[config.mk]
export PLATFORM = sky130hd
export DESIGN_NAME = fetch_pc_ctrl
export DESIGN_NICKNAME = d
export VERILOG_FILES = /design/src/rtl/cpu_pkg.sv /design/src/rtl/fetch_pc_ctrl_bt_update.sv /design/src/rtl/fetch_pc_ctrl.sv
export SDC_FILE = /design/constraint.sdc
export NUM_CORES = 1
export LEC_CHECK = 0
export BUFFER_PORTS_ARGS = -buffer_cell sky130_fd_sc_hd__buf_2
export CAP_MARGIN = 30
export CORE_ASPECT_RATIO = 1.4
export CORE_MARGIN = 3
export CORE_UTILIZATION = 57
export DETAILED_ROUTE_END_ITERATION = 7
export GPL_ROUTABILITY_DRIVEN = 0
export PLACE_DENSITY = 0.86
export SLEW_MARGIN = 20
export SYNTH_ARGS = -nofsm -noshare
export SYNTH_HDL_FRONTEND = slang
export SYNTH_HIERARCHICAL = 1
export SYNTH_SLANG_ARGS = --single-unit
[constraint.sdc]
create_clock -name clk -period 8.7 [get_ports clk]
set_input_delay 1.74 -clock clk [delete_from_list [all_inputs] [get_ports clk]]
set_output_delay 1.74 -clock clk [all_outputs]
set_load 0.01 [all_outputs]
[src/rtl/cpu_pkg.sv]
// Shared CPU constants and fetch/decode bundle types.
// Line-index and tag slices must stay in step with the branch target table.
package cpu_pkg;

    localparam int PC_W = 32;

    typedef logic [PC_W-1:0] pc_t;

    localparam pc_t PC_STEP      = 32'd4;
    localparam pc_t RESET_PC_DEF = 32'h0000_0000;

    localparam int IDX_HI = 5;
    localparam int IDX_LO = 2;
    localparam int TAG_HI = 31;
    localparam int TAG_LO = 6;

    typedef struct packed {
        logic valid;
        pc_t  pc4;
        logic pred_taken;
        logic pred_hit;
        pc_t  pred_dest;
    } if_id_t;

endpackage

[src/rtl/fetch_pc_ctrl_bt_update.sv]
// Branch resolution compare and registered branch-table write strobes.
// Strobes are one-cycle pulses the cycle after a beq resolves.
module bt_update_gen
    import cpu_pkg::*;
(
    input  logic clk,
    input  logic rst,
    input  logic stall,
    input  logic resolve_valid,
    input  logic resolve_taken,
    input  pc_t  resolve_target,
    input  logic id_valid,
    input  pc_t  id_pc4,
    input  logic id_pred_taken,
    input  logic id_pred_hit,
    input  pc_t  id_pred_dest,
    output logic res,
    output logic mispred,
    output pc_t  actual_next,
    output logic bt_wrt,
    output logic bt_wrp,
    output logic bt_pin,
    output pc_t  bt_destin,
    output pc_t  bt_pc4d
);

    pc_t  guessed_next;
    logic wrt_d, wrp_d, pin_d;
    logic wrt_q, wrp_q, pin_q;
    pc_t  destin_d, destin_q;
    pc_t  pc4d_d, pc4d_q;

    always_comb begin
        res          = resolve_valid & id_valid & ~stall;
        actual_next  = resolve_taken ? resolve_target : id_pc4;
        guessed_next = id_pred_taken ? id_pred_dest : id_pc4;
        mispred      = res & (actual_next != guessed_next);
    end

    // Not-taken misses write nothing so they never pollute the table.
    always_comb begin
        wrt_d    = 1'b0;
        wrp_d    = 1'b0;
        pin_d    = 1'b0;
        destin_d = destin_q;
        pc4d_d   = pc4d_q;
        if (res) begin
            destin_d = resolve_target;
            pc4d_d   = id_pc4;
            if (resolve_taken &&
                (!id_pred_hit || resolve_target != id_pred_dest)) begin
                wrt_d = 1'b1;
                wrp_d = 1'b1;
                pin_d = 1'b1;
            end else if (id_pred_hit) begin
                wrp_d = 1'b1;
                pin_d = resolve_taken;
            end
        end
    end

    always_ff @(posedge clk) begin
        if (rst) begin
            wrt_q    <= 1'b0;
            wrp_q    <= 1'b0;
            pin_q    <= 1'b0;
            destin_q <= '0;
            pc4d_q   <= '0;
        end else begin
            wrt_q    <= wrt_d;
            wrp_q    <= wrp_d;
            pin_q    <= pin_d;
            destin_q <= destin_d;
            pc4d_q   <= pc4d_d;
        end
    end

    assign bt_wrt    = wrt_q;
    assign bt_wrp    = wrp_q;
    assign bt_pin    = pin_q;
    assign bt_destin = destin_q;
    assign bt_pc4d   = pc4d_q;

endmodule

[src/rtl/fetch_pc_ctrl.sv]
// Fetch-stage PC sequencer: next-PC select, IF/ID register, redirect
// on beq mispredict or jump, and branch statistics counters.
module fetch_pc_ctrl
    import cpu_pkg::*;
#(
    parameter pc_t RESET_PC = RESET_PC_DEF,
    parameter int  CNT_W    = 16
) (
    input  logic             clk,
    input  logic             rst,
    input  logic             stall,
    output pc_t              imem_addr,
    output pc_t              pc4,
    input  logic             bt_hit,
    input  logic             bt_pred,
    input  pc_t              bt_dest,
    input  logic             resolve_valid,
    input  logic             resolve_taken,
    input  pc_t              resolve_target,
    input  logic             jump_valid,
    input  pc_t              jump_target,
    output logic             id_valid,
    output pc_t              id_pc4,
    output logic             id_pred_taken,
    output logic             flush,
    output logic             bt_wrt,
    output logic             bt_wrp,
    output logic             bt_pin,
    output pc_t              bt_destin,
    output pc_t              bt_pc4d,
    output logic [CNT_W-1:0] branch_cnt,
    output logic [CNT_W-1:0] mispred_cnt
);

    pc_t              pc_q, pc_d;
    if_id_t           ifid_q, ifid_d;
    logic [CNT_W-1:0] branch_q, branch_d;
    logic [CNT_W-1:0] mispred_q, mispred_d;

    logic pred_taken;
    pc_t  pred_next;
    logic res, mispred, jmp;
    pc_t  actual_next;

    bt_update_gen u_upd (
        .clk           (clk),
        .rst           (rst),
        .stall         (stall),
        .resolve_valid (resolve_valid),
        .resolve_taken (resolve_taken),
        .resolve_target(resolve_target),
        .id_valid      (ifid_q.valid),
        .id_pc4        (ifid_q.pc4),
        .id_pred_taken (ifid_q.pred_taken),
        .id_pred_hit   (ifid_q.pred_hit),
        .id_pred_dest  (ifid_q.pred_dest),
        .res           (res),
        .mispred       (mispred),
        .actual_next   (actual_next),
        .bt_wrt        (bt_wrt),
        .bt_wrp        (bt_wrp),
        .bt_pin        (bt_pin),
        .bt_destin     (bt_destin),
        .bt_pc4d       (bt_pc4d)
    );

    // A beq in decode takes priority over a simultaneous jump.
    always_comb begin
        pc4        = pc_q + PC_STEP;
        pred_taken = bt_hit & bt_pred;
        pred_next  = pred_taken ? bt_dest : pc4;
        jmp        = jump_valid & ifid_q.valid & ~stall & ~resolve_valid;
        flush      = mispred | jmp;
    end

    always_comb begin
        pc_d   = pc_q;
        ifid_d = ifid_q;
        if (mispred) begin
            pc_d         = actual_next;
            ifid_d.valid = 1'b0;
        end else if (jmp) begin
            pc_d         = jump_target;
            ifid_d.valid = 1'b0;
        end else if (!stall) begin
            pc_d              = pred_next;
            ifid_d.valid      = 1'b1;
            ifid_d.pc4        = pc4;
            ifid_d.pred_taken = pred_taken;
            ifid_d.pred_hit   = bt_hit;
            ifid_d.pred_dest  = bt_dest;
        end
    end

    always_comb begin
        branch_d  = branch_q;
        mispred_d = mispred_q;
        if (res && branch_q != '1)
            branch_d = branch_q + CNT_W'(1);
        if (mispred && mispred_q != '1)
            mispred_d = mispred_q + CNT_W'(1);
    end

    always_ff @(posedge clk) begin
        if (rst) begin
            pc_q      <= RESET_PC;
            ifid_q    <= '0;
            branch_q  <= '0;
            mispred_q <= '0;
        end else begin
            pc_q      <= pc_d;
            ifid_q    <= ifid_d;
            branch_q  <= branch_d;
            mispred_q <= mispred_d;
        end
    end

    assign imem_addr     = pc_q;
    assign id_valid      = ifid_q.valid;
    assign id_pc4        = ifid_q.pc4;
    assign id_pred_taken = ifid_q.pred_taken;
    assign branch_cnt    = branch_q;
    assign mispred_cnt   = mispred_q;

endmodule

==> results.md <==
- Resized cells post-CTS: 0
- Syn nets: between 1500 and 2000
- Fill cells: approximately 1600
- Max-slew violation count: 0
- Worst reg2reg endpoint: id_pc4[22]
- DRC violations left: 0
- Synthesized flop and latch total: about 200
- Startpoint class of the critical path: input pin
- Final net count: approximately 1700
- Worst EP arrival: approximately 4.7 ns
- Syn-to-layout area delta: 17.4%
- Final min period: around 6.5 ns
- Internal reg-to-reg setup slack: roughly 4.1 ns
- Worst Skew: approximately 0.0094 ns
- Setup tns final: 0 ns
- Row Count: 59
- Cts hold-fix bufs: 0
- Core box area: ~0.019 mm2
- Largest net degree at the start of global routing: 95
- Synth Area in Simple Gates: 0.241
- Initial antenna violation count: 0
- Hold Path Origin: u_upd/bt_destin[21]
- Async SR Flop Fraction: 0
- Main synth FF type: dfxtp_1
- Slew at the pin closest to its max-slew limit: about 0.98 ns
- TritonRoute pass-1 iters: 5
- Largest family of logic cells by synthesized area: simple AND/OR/NAND/NOR gates
- Power per cell area: between 150 and 200 mW/mm2
- Final setup fails: 0
- CTS Buffer Depth: 2
- CP Max Fanout: between 40 and 50
- Post-synthesis mux area share: 0.0641
- Initial Util: 0.583
- Post-synth EDFFs: 0
- Hold path cells: 2
- Total grt overflow: 0
- Yosys warnings: 6
- Cells after Synth: around 1400
- Wire length per cell: slightly above 20 um
- CTS tree: yes
- Storage cell area: around 0.0040 mm2
- Worst endpoint required time: around 7 ns
- Static Leakage: about 5.5 nW
- Register area share after synthesis: 0.366
- Reg2reg start: id_pred_taken
- Dpl cell area: 0.0122 mm2
- I/O pins: approximately 300
- Final Cell Area: between 0.01 and 0.015 mm2
- Max-cap check violation count: 0
- HP Class: reg -> reg
- Synth Area in Compound Gates: 0.180
- Distinct cell type count of the synthesized netlist: between 70 and 80
- Initial DRC count: approximately 1400
- Total Power: approximately 0.0022 W
- Post-DP HPWL: ~28000 um
- Clk sinks: between 150 and 200
- Drt via density: a little over 6
- Adder-cell share of the synthesized area: 0.00346
- Slew HR: 0.347
- Final hold violations: 0
- Post-Syn Area: 0.0108 mm2
- Die width: between 100 and 150 um
- Setup Buffers After CTS: 0
- Fin util: 0.684
- Vias in the first global route: approximately 10000
- Area of the multi-input gates: 0.00617 mm2
- Number of nets with antenna violations after routing: 0
- Worst-path clk slew: about 0.070 ns
- Layout cells sized above 1: 0.252
- CTS Root Cell: clkbuf_16
- Clk_lat worst skew: approximately 0.45 ns
- DIE AREA: approximately 0.021 mm2
- Avg Synthesized Cell Area: 7.76 um2
- RSZ-0062 raised after global routing: false
- CP Class: in -> out
- Post-Route WL: 37500 um
- Xor/xnor share of the synthesized area: 0.0768
- Inserted Clock Buffers: 17
- Maximum vdd drop: roughly 0.00012 V
- Via count: around 11000
- CP endpoint kind: output port
- Total global routing track utilization: 0.351
- Die height: 169 um
- Peak Freq: roughly 150 MHz
- WHS Endpoint: u_upd/bt_destin[21]
- R2R depth: 13
- Fin crit share: 0.743
- First-pass GRT wire length: roughly 57000 um
- Buffers on Ports: about 300
- H-tree levels: 4
- Status: finished, final reports clean
[how the worst max path moves through the flow]
| stage | slack, ns | start | end | depth (start not counted) |
|---|---|---|---|---|
| finish | 2.23 | resolve_taken | flush | 11 |
| global route | 2.09 | resolve_taken | flush | 11 |
| CTS | 2.30 | resolve_taken | flush | 11 |
| detailed placement | 2.32 | resolve_taken | flush | 11 |
| global placement | 2.38 | resolve_taken | flush | 11 |
| floorplan | 3.25 | resolve_taken | flush | 12 |
[cell type report]
type | instances | share of cell area
Multi-Input combinational cell | 1049 | 0.485
Clock inverter | 14 | 0.0112
Sequential cell | 198 | 0.312
Tap cell | 244 | 0.0240
Timing Repair Buffer | 314 | 0.127
Inverter | 24 | 0.00708
Clock buffer | 18 | 0.0337
Antenna cell | 1 | 0.000197
[kinds of logic (layout without fill, tap and decap cells)]
logic type	Yosys count	after routing
buf+inv	149	370
compound gates	328	328
simple gates	558	558
fa+ha+maj	3	3
other cells	0	1
xor+xnor	95	95
flops	198	198
mux	65	65
[layer usage]
layer	GRT usage	share of wire	up-vias
met3	0.0734	0.11	161
li1	-	-	5254
met5	0	0	-
met4	0.208	0.064	0
met1	0.438	0.37	5259
met2	0.555	0.46	790
[report_power, final]
part / switching (W) / internal [W]
Sequential: 0.0000648 / 0.000945
Clock: 0.000386 / 0.000405
Combinational: 0.000226 / 0.000151
[through the flow]
step | cells | hold slack [ns] | worst slack (ns)
6_report | 1862 | 0.453 | 2.23
2_1_floorplan | 1396 | 0.448 | 3.25
5_1_grt | 1861 | 0.472 | 2.09
3_3_place_gp | 1828 | 0.439 | 2.38
3_5_place_dp | 1829 | 0.445 | 2.32
4_1_cts | 1861 | 0.455 | 2.30
[critical path, stage by stage]
cell and delay, ns:
buf_2 0.71, mux2_2 0.45, xnor2_1 0.15, nor4_1 0.40, nand4_1 0.16, nor4_2 0.28
a21oi_4 0.09, inv_1 0.08, buf_4 0.27, nand2_1 0.18, buf_2 0.19
[cell usage in the layout (no fill, tap or decap), types with 22 or more instances in the layout]
| master | instances |
|---|---|
| a21oi_1 | 180 |
| and3_1 | 23 |
| buf_2 | 300 |
| dfxtp_1 | 197 |
| inv_1 | 22 |
| mux2_2 | 30 |
| mux2i_1 | 33 |
| nand2_1 | 256 |
| nand3_1 | 33 |
| nor2_1 | 95 |
| nor3_1 | 42 |
| o21ai_0 | 42 |
| xnor2_1 | 56 |
| xor2_1 | 39 |
[registers in the layout, summed over array words and instances, names as in the netlist]
signal           count
id_pc4              32
u_upd/bt_wrt         1
u_upd/bt_pc4d       32
ifid_q              33
u_upd/bt_destin     32
imem_addr           32
id_valid             1
u_upd/bt_pin         1
branch_cnt          16
u_upd/bt_wrp         1
id_pred_taken        1
mispred_cnt         16
[Yosys cell counts (3+ instances only)]
cell type | n | area (um2)
o31ai_1 | 4 | 30.0
nand2_1 | 256 | 961
a21oi_1 | 181 | 906
a211oi_1 | 20 | 150
xor2_1 | 39 | 342
mux2_2 | 30 | 338
o31a_1 | 3 | 26.3
o22ai_1 | 10 | 62.6
nand3_1 | 33 | 165
buf_2 | 9 | 45.0
buf_4 | 37 | 278
xnor2_1 | 56 | 490
o311ai_0 | 3 | 26.3
or2_2 | 11 | 68.8
nor3_1 | 42 | 210
nor4_1 | 18 | 113
and3_1 | 23 | 144
buf_1 | 11 | 41.3
o2111ai_1 | 3 | 26.3
and4_1 | 6 | 52.6
nand4_1 | 20 | 125
a221o_1 | 4 | 40.0
a22o_1 | 5 | 43.8
a31o_2 | 4 | 35.0
dfxtp_1 | 198 | 3960
nand2b_1 | 16 | 100
ha_1 | 3 | 37.5
buf_6 | 4 | 45.0
clkbuf_1 | 63 | 236
o211a_1 | 7 | 70.1
or3_1 | 9 | 56.3
nor2_1 | 96 | 360
or4_1 | 3 | 22.5
inv_1 | 23 | 86.3
o21a_1 | 3 | 22.5
o211ai_1 | 7 | 52.6
nor2b_1 | 5 | 31.3
a31oi_1 | 11 | 68.8
o21ai_0 | 42 | 210
mux2i_1 | 33 | 330
Note: power is estimated with default switching activity, not from simulation.
